**src/rtl/stk_pkg.sv**
```systemverilog
// Shared types for the stack pipeline: pointer width, line count and allocator error causes.
package stk_pkg;

  localparam int unsigned LINES_N = 64;
  localparam int unsigned PTR_W   = $clog2(LINES_N);

  typedef logic [PTR_W-1:0] ptr_t;
  typedef logic [PTR_W:0]   cnt_t;

  typedef enum logic [1:0] {
    ErrNone        = 2'd0,
    ErrAllocEmpty  = 2'd1,
    ErrFreeUnalloc = 2'd2,
    ErrFreeInit    = 2'd3
  } alloc_err_t;

endpackage

```
**src/rtl/stk_ptr_alloc_if.sv**
```systemverilog
// Allocation/free handshake between the pointer allocator and the LK stage.
interface stk_ptr_alloc_if;
  import stk_pkg::*;

  logic       o_init_done_r;
  logic       o_alloc_vld;
  ptr_t       o_alloc_ptr;
  logic       i_alloc;
  logic       i_free_vld;
  ptr_t       i_free_ptr;
  cnt_t       o_free_cnt_r;
  logic       o_err_r;
  alloc_err_t o_err_code_r;

  modport slave (
    output o_init_done_r, o_alloc_vld, o_alloc_ptr, o_free_cnt_r, o_err_r, o_err_code_r,
    input  i_alloc, i_free_vld, i_free_ptr
  );

  modport master (
    input  o_init_done_r, o_alloc_vld, o_alloc_ptr, o_free_cnt_r, o_err_r, o_err_code_r,
    output i_alloc, i_free_vld, i_free_ptr
  );

endinterface

```
**src/rtl/stk_ptr_alloc_fifo.sv**
```systemverilog
// Circular FIFO of free line pointers with a count; init writes and pushes share the tail.
module stk_ptr_alloc_fifo #(
  parameter int unsigned LINES_N = 64,
  parameter int unsigned PTR_W   = $clog2(LINES_N)
) (
  input  logic             clk_i,
  input  logic             rst_ni,
  input  logic             init_we_i,
  input  logic [PTR_W-1:0] init_data_i,
  input  logic             push_i,
  input  logic [PTR_W-1:0] push_data_i,
  input  logic             pop_i,
  output logic [PTR_W-1:0] rd_data_o,
  output logic [PTR_W:0]   cnt_o
);

  logic [PTR_W-1:0] mem_q [LINES_N];
  logic [PTR_W-1:0] rd_ptr_q, rd_ptr_d;
  logic [PTR_W-1:0] wr_ptr_q, wr_ptr_d;
  logic [PTR_W:0]   cnt_q, cnt_d;
  logic             we;
  logic [PTR_W-1:0] wdata;

  // Init writes and pushes never coincide: pushes only happen after init completes.
  always_comb begin
    we       = init_we_i | push_i;
    wdata    = init_we_i ? init_data_i : push_data_i;
    wr_ptr_d = wr_ptr_q + PTR_W'(we);
    rd_ptr_d = rd_ptr_q + PTR_W'(pop_i);
    cnt_d    = cnt_q + (PTR_W+1)'(we) - (PTR_W+1)'(pop_i);
  end

  always_ff @(posedge clk_i or negedge rst_ni) begin
    if (!rst_ni) begin
      rd_ptr_q <= '0;
      wr_ptr_q <= '0;
      cnt_q    <= '0;
    end else begin
      rd_ptr_q <= rd_ptr_d;
      wr_ptr_q <= wr_ptr_d;
      cnt_q    <= cnt_d;
    end
  end

  always_ff @(posedge clk_i) begin
    if (we) begin
      mem_q[wr_ptr_q] <= wdata;
    end
  end

  assign rd_data_o = mem_q[rd_ptr_q];
  assign cnt_o     = cnt_q;

endmodule

```
**src/rtl/stk_ptr_alloc.sv**
```systemverilog
// Free-list line pointer allocator: populates the list after reset, hands out pointers
// on PUSH, takes them back on POP/INV and flags illegal requests.
module stk_ptr_alloc #(
  parameter int unsigned LINES_N = 64,
  parameter int unsigned PTR_W   = $clog2(LINES_N)
) (
  input logic                clk,
  input logic                arst_n,
  stk_ptr_alloc_if.slave     alloc_io
);
  import stk_pkg::*;

  if ((PTR_W != stk_pkg::PTR_W) || (LINES_N < 4) || ((LINES_N & (LINES_N - 1)) != 0))
  begin : g_param_check
    $error("stk_ptr_alloc: LINES_N must be a power of two >= 4 matching stk_pkg::PTR_W");
  end

  typedef enum logic {StInit, StRun} state_e;

  state_e             state_q, state_d;
  logic [PTR_W-1:0]   init_idx_q, init_idx_d;
  logic [LINES_N-1:0] inuse_q, inuse_d;
  logic               init_done_q, init_done_d;
  logic               err_q, err_d;
  alloc_err_t         err_code_q, err_code_d;

  logic               run;
  logic               alloc_vld;
  logic               alloc_fire;
  logic               free_fire;
  logic               init_we;
  logic [PTR_W-1:0]   rd_data;
  logic [PTR_W:0]     cnt;

  stk_ptr_alloc_fifo #(
    .LINES_N (LINES_N),
    .PTR_W   (PTR_W)
  ) u_fifo (
    .clk_i       (clk),
    .rst_ni      (arst_n),
    .init_we_i   (init_we),
    .init_data_i (init_idx_q),
    .push_i      (free_fire),
    .push_data_i (alloc_io.i_free_ptr),
    .pop_i       (alloc_fire),
    .rd_data_o   (rd_data),
    .cnt_o       (cnt)
  );

  always_comb begin
    run        = (state_q == StRun);
    alloc_vld  = init_done_q && (cnt != '0);
    alloc_fire = alloc_io.i_alloc && alloc_vld;
    free_fire  = run && alloc_io.i_free_vld && inuse_q[alloc_io.i_free_ptr];
  end

  always_comb begin
    state_d     = state_q;
    init_idx_d  = init_idx_q;
    init_done_d = init_done_q;
    init_we     = 1'b0;
    inuse_d     = inuse_q;
    err_d       = err_q;
    err_code_d  = err_code_q;

    unique case (state_q)
      StInit: begin
        init_we    = 1'b1;
        init_idx_d = init_idx_q + 1'b1;
        if (init_idx_q == PTR_W'(LINES_N - 1)) begin
          state_d     = StRun;
          init_done_d = 1'b1;
        end
      end
      StRun: begin
        // Alloc and free can never name the same pointer, so the order here is irrelevant.
        if (alloc_fire) inuse_d[rd_data] = 1'b1;
        if (free_fire)  inuse_d[alloc_io.i_free_ptr] = 1'b0;
      end
      default: state_d = StInit;
    endcase

    if (!err_q) begin
      if (!run && alloc_io.i_free_vld) begin
        err_d      = 1'b1;
        err_code_d = ErrFreeInit;
      end else if (run && alloc_io.i_alloc && !alloc_vld) begin
        err_d      = 1'b1;
        err_code_d = ErrAllocEmpty;
      end else if (run && alloc_io.i_free_vld && !inuse_q[alloc_io.i_free_ptr]) begin
        err_d      = 1'b1;
        err_code_d = ErrFreeUnalloc;
      end
    end
  end

  always_ff @(posedge clk or negedge arst_n) begin
    if (!arst_n) begin
      state_q     <= StInit;
      init_idx_q  <= '0;
      inuse_q     <= '0;
      init_done_q <= 1'b0;
      err_q       <= 1'b0;
      err_code_q  <= ErrNone;
    end else begin
      state_q     <= state_d;
      init_idx_q  <= init_idx_d;
      inuse_q     <= inuse_d;
      init_done_q <= init_done_d;
      err_q       <= err_d;
      err_code_q  <= err_code_d;
    end
  end

  assign alloc_io.o_init_done_r = init_done_q;
  assign alloc_io.o_alloc_vld   = alloc_vld;
  assign alloc_io.o_alloc_ptr   = alloc_vld ? rd_data : '0;
  assign alloc_io.o_free_cnt_r  = cnt;
  assign alloc_io.o_err_r       = err_q;
  assign alloc_io.o_err_code_r  = err_code_q;

  a_cnt_bound: assert property (@(posedge clk) disable iff (!arst_n)
    int'(cnt) <= int'(LINES_N));
  a_cnt_matches_inuse: assert property (@(posedge clk) disable iff (!arst_n)
    run |-> (int'(cnt) == int'(LINES_N) - $countones(inuse_q)));
  a_head_not_inuse: assert property (@(posedge clk) disable iff (!arst_n)
    alloc_vld |-> !inuse_q[rd_data]);

endmodule

```
**src/flat_wrapper.sv**
```systemverilog
// flat-port wrapper written by rule: the top's interface ports become plain ports
module stk_ptr_alloc_flat import stk_pkg::*;
#(
  parameter int unsigned LINES_N = 64,
  parameter int unsigned PTR_W   = $clog2(LINES_N)
)
  (clk, arst_n, alloc_io_o_init_done_r, alloc_io_o_alloc_vld, alloc_io_o_alloc_ptr, alloc_io_o_free_cnt_r, alloc_io_o_err_r, alloc_io_o_err_code_r, alloc_io_i_alloc, alloc_io_i_free_vld, alloc_io_i_free_ptr);
  stk_ptr_alloc_if alloc_io_i ();
  input logic clk;
  input logic arst_n;
  output wire logic [$bits(alloc_io_i.o_init_done_r)-1:0] alloc_io_o_init_done_r;
  output wire logic [$bits(alloc_io_i.o_alloc_vld)-1:0] alloc_io_o_alloc_vld;
  output wire logic [$bits(alloc_io_i.o_alloc_ptr)-1:0] alloc_io_o_alloc_ptr;
  output wire logic [$bits(alloc_io_i.o_free_cnt_r)-1:0] alloc_io_o_free_cnt_r;
  output wire logic [$bits(alloc_io_i.o_err_r)-1:0] alloc_io_o_err_r;
  output wire logic [$bits(alloc_io_i.o_err_code_r)-1:0] alloc_io_o_err_code_r;
  input wire logic [$bits(alloc_io_i.i_alloc)-1:0] alloc_io_i_alloc;
  input wire logic [$bits(alloc_io_i.i_free_vld)-1:0] alloc_io_i_free_vld;
  input wire logic [$bits(alloc_io_i.i_free_ptr)-1:0] alloc_io_i_free_ptr;
  assign alloc_io_o_init_done_r = alloc_io_i.o_init_done_r;
  assign alloc_io_o_alloc_vld = alloc_io_i.o_alloc_vld;
  assign alloc_io_o_alloc_ptr = alloc_io_i.o_alloc_ptr;
  assign alloc_io_o_free_cnt_r = alloc_io_i.o_free_cnt_r;
  assign alloc_io_o_err_r = alloc_io_i.o_err_r;
  assign alloc_io_o_err_code_r = alloc_io_i.o_err_code_r;
  assign alloc_io_i.i_alloc = alloc_io_i_alloc;
  assign alloc_io_i.i_free_vld = alloc_io_i_free_vld;
  assign alloc_io_i.i_free_ptr = alloc_io_i_free_ptr;
  stk_ptr_alloc #(.LINES_N(LINES_N), .PTR_W(PTR_W)) u_core (.clk(clk), .arst_n(arst_n), .alloc_io(alloc_io_i));
endmodule
```
**config.mk**
```make
export PLATFORM = sky130hd
export DESIGN_NAME = stk_ptr_alloc_flat
export DESIGN_NICKNAME = d
export VERILOG_FILES = /design/src/rtl/stk_pkg.sv /design/src/rtl/stk_ptr_alloc_if.sv /design/src/rtl/stk_ptr_alloc_fifo.sv /design/src/rtl/stk_ptr_alloc.sv /design/src/flat_wrapper.sv
export SDC_FILE = /design/constraint.sdc
export NUM_CORES = 1
export LEC_CHECK = 0
export BUFFER_PORTS_ARGS = -buffer_cell sky130_fd_sc_hd__buf_2
export CAP_MARGIN = 10
export CORE_MARGIN = 5
export CORE_UTILIZATION = 55
export CTS_BUF_LIST = sky130_fd_sc_hd__clkbuf_4 sky130_fd_sc_hd__clkbuf_8 sky130_fd_sc_hd__clkbuf_16
export DETAILED_ROUTE_END_ITERATION = 7
export PLACE_DENSITY = 0.71
export SETUP_SLACK_MARGIN = 0.02
export SYNTH_ARGS = -nofsm -noshare
export SYNTH_HDL_FRONTEND = slang
export SYNTH_HIERARCHICAL = 1
export SYNTH_SLANG_ARGS = --single-unit
```
**constraint.sdc**
```tcl
create_clock -name clk -period 8.5 [get_ports clk]
set_input_delay 1.275 -clock clk [delete_from_list [all_inputs] [get_ports clk]]
set_output_delay 1.275 -clock clk [all_outputs]
set_load 0.1 [all_outputs]
```
==> flow_summary.toml <==
[setup_path]
crit_path_start_kind = "flip-flop"
path_class = "flip-flop to output pin"
path_cells = "buf_4 > and2_1 > nand2_1 > o221ai_1 > a21oi_1 > a22oi_1 > a21o_1 > and3_1 > buf_2"
cp_num_buf_inv = 2
worst_path_max_delay_cell = "and2_1"
endpoint_kind = "output pin"
cpLargestDelayFamily = "simple AND/OR/NAND/NOR gates"
arrival_ps = 4450
worst-path-max-fanout = 17
max_stage_delay_ps = 680
cp-startpoint = "u_core/u_fifo/rd_ptr_q[2]"
reg2reg_from = "u_core/u_fifo/rd_ptr_q[1]"
crit_required_ps = 7220

[floorplan]
die_y_microns = 201
fp.dieW_microns = 201
placementRows = 70
initial_utilization = 0.554
core_area_sq_mm = 0.0363
dieArea_sq_mm = 0.0405
io-pin-count = 28

[sta]
grt_setup_unrepaired = "no"
max_freq_mhz = 175
setup_ws_ps = 2780
fin_crit_sh = 0.673
setup_viol = 0
fin_skew_ps = 36.1
relSlewSlack = 0.103
min_period_ps = 5720
whs_ps = 512
hold_viol_final = 0
max_slew.worst_pin.slew_ps = 1340
fin_tns_setup_ps = 0
slew_violations = 0

[synth]
yosysSeqAreaShare = 0.690
synthFlopType = "edfxtp_1"
avgSynthCellArea_sq_um = 15.5
syn-num-nets = 1317
synth_top_cell_by_area = "edfxtp_1"
synthTopCellsByArea = "edfxtp_1 (57%), dfrtp_1 (12%), mux4_2 (5.8%), mux2i_1 (5.1%), a21oi_1 (2.0%)"
synthesis.area_sq_mm = 0.0201
synth_cells = 1295
synth.distinct_cells = 55
synthArstFlopShare = 0.197
synth_seq_cells = 478
ys_warn_count = 6
synth.top_cell.area_share = 0.573
synth_edf_count = 384

[clock_tree]
clkLatencyLatePin_ps = 570
clockBufferDepth = 3
cts_root_buf = "clkbuf_16"
cts.reportedPaths.clkPinSlew_ps = 60
htreeDepth = 2
cts_tree = "built"
cts_sinks = 478
numCtsBuffers = 47
post_cts_buffers = 0
cts_resized = 0
cts_hold_buf = 0

[layout]
n_antenna_cell = 0
areaGrowthSynthToFinish_pct = 10.2
fin_util = 0.610
fillCellCount = 2595
multi_input_area_sq_mm = 0.00569
regArea_sq_mm = 0.0139
fin_nets = 1329
drive_gt1_frac = 0.144

[route]
drt_wl_total_microns = 46900
vias = 11900
drt_iter0_markers = 1489
dr_wl_met3_microns = 4080
firstDrtPassIters = 6
antenna_left = 0
wl_met1_microns = 19200
wl_met2_microns = 22300
wire_per_inst_microns = 25.9
remaining_drc_errors = 0
routed.top_layer = "met4"
viasPerCell = 6.55

[power_and_ir_drop]
max-vdd-ir-drop_mv = 0.158
power_density_mw_per_mm2 = 214
power_w = 0.00474
cellLeakagePower_nw = 7.22

[outcome]
status = "completed"

[placement]
port_buffers = 27
pre_cts_slack_ps = 3290
dp_hpwl_microns = 28700
gp_congestion = 0.910

[global_routing]
antenna_found_initial = 0
grt_pass1_vias = 11800
gr-usage-all-layers = 0.230
grt_max_degree = 72
grt_overflow_total = 0
grt_pass1_wl_microns = 72400

[run]
cap_violations = 0

[min_path]
holdCritStartpoint = "u_core/alloc_io.o_err_code_r[0]"
min-delay-path-class = "flip-flop to flip-flop"
==> where the power goes <==
group	total, W	switching (W)	internal [W]
clock network	0.00218	0.000866	0.00131
logic	0.0000606	0.0000491	0.0000115
registers	0.00250	0.000000642	0.00250
==> cells in the mapped netlist (3+ instances only) <==
| master | instances |
|---|---|
| a31oi_1 | 54 |
| a21o_1 | 3 |
| nor3_1 | 14 |
| a22oi_1 | 13 |
| xor2_1 | 4 |
| o22ai_1 | 13 |
| a221oi_1 | 31 |
| ha_1 | 11 |
| mux4_2 | 52 |
| xnor2_1 | 16 |
| nand3_1 | 13 |
| a41oi_1 | 14 |
| inv_1 | 18 |
| nand2b_1 | 8 |
| edfxtp_1 | 384 |
| dfrtp_1 | 94 |
| and2_1 | 10 |
| nor2b_1 | 15 |
| nand4_1 | 6 |
| buf_2 | 23 |
| a21oi_1 | 82 |
| mux2i_1 | 102 |
| buf_1 | 8 |
| o221ai_1 | 11 |
| clkbuf_1 | 30 |
| o21bai_1 | 3 |
| mux2_2 | 14 |
| and3_1 | 14 |
| a211oi_1 | 15 |
| nand3b_1 | 4 |
| buf_8 | 5 |
| nand2_1 | 38 |
| nor2_1 | 101 |
| buf_6 | 10 |
| nor4_1 | 7 |
| o21ai_0 | 29 |
==> flip-flops by register name (all words and copies together), names as in the netlist <==
name,cells
u_core/alloc_io.o_err_code_r,2
u_core/alloc_io.o_err_r,1
u_core/alloc_io.o_init_done_r,1
u_core/init_idx_q,6
u_core/inuse_q,64
u_core/run,1
u_core/u_fifo/cnt_o,7
u_core/u_fifo/mem_q,384
u_core/u_fifo/rd_ptr_q,6
u_core/u_fifo/wr_ptr_q,6
==> metrics by stage <==
| step | instance area (sq um) | std cells |
|---|---|---|
| 2_1_floorplan | 20100 | 1295 |
| 3_5_place_dp | 20500 | 1725 |
| 4_1_cts | 22100 | 1810 |
| 3_3_place_gp | 20500 | 1725 |
| 5_1_grt | 22200 | 1811 |
| 6_report | 22200 | 1811 |
==> worst paths after layout <==
check / end / slack [ps] / cells past startpoint
max: alloc_io_o_alloc_ptr[0] / 2780 / 9
min: u_core/alloc_io.o_err_code_r[0] / 510 / 1
max reg2reg: u_core/inuse_q[6] / 3530 / 11
min reg2reg: u_core/alloc_io.o_err_code_r[0] / 510 / 1
max in group asynchronous: u_core/u_fifo/rd_ptr_q[0] / 6570 / 2
min in group asynchronous: u_core/inuse_q[37] / 660 / 1
==> per-layer routing <==
| layer | vias to the layer above | global-route usage |
|---|---|---|
| li1 | 5148 | - |
| met1 | 5999 | 0.333 |
| met2 | 619 | 0.365 |
| met3 | 90 | 0.0417 |
| met4 | 0 | 0.0669 |
| met5 | - | 0 |
==> layout make-up <==
class,count,area share
clock buffers,66,0.0620
clock inverters,19,0.0125
inverters,19,0.00322
multi-input cells,719,0.257
flip-flops and latches,478,0.627
well taps,468,0.0264
repair buffers,42,0.0128
==> layout by cell type (no fill, tap or decap), types with 10 or more instances in the layout <==
cell	count
xnor2_1	16
a21oi_1	82
nor3_1	14
a211oi_1	15
dfrtp_1	92
mux4_2	52
o21ai_0	29
a221oi_1	31
nor2b_1	15
o22ai_1	13
a31oi_1	54
clkbuf_4	12
a22oi_1	13
nand3_1	13
nor2_1	101
and2_1	10
inv_1	18
clkbuf_16	48
mux2i_1	102
o221ai_1	11
buf_2	26
edfxtp_1	384
a41oi_1	14
mux2_2	14
buf_4	14
ha_1	11
and3_1	14
nand2_1	38
==> cell families after synthesis <==
kind of cell,Yosys count,share of synthesized area
mux,170,0.119
buf+inv,98,0.0274
fa+ha+maj,12,0.00783
flops,478,0.690
xor+xnor,20,0.00870
simple gates,240,0.0564
compound gates,277,0.0904
Power figures use the tool's default switching activity.
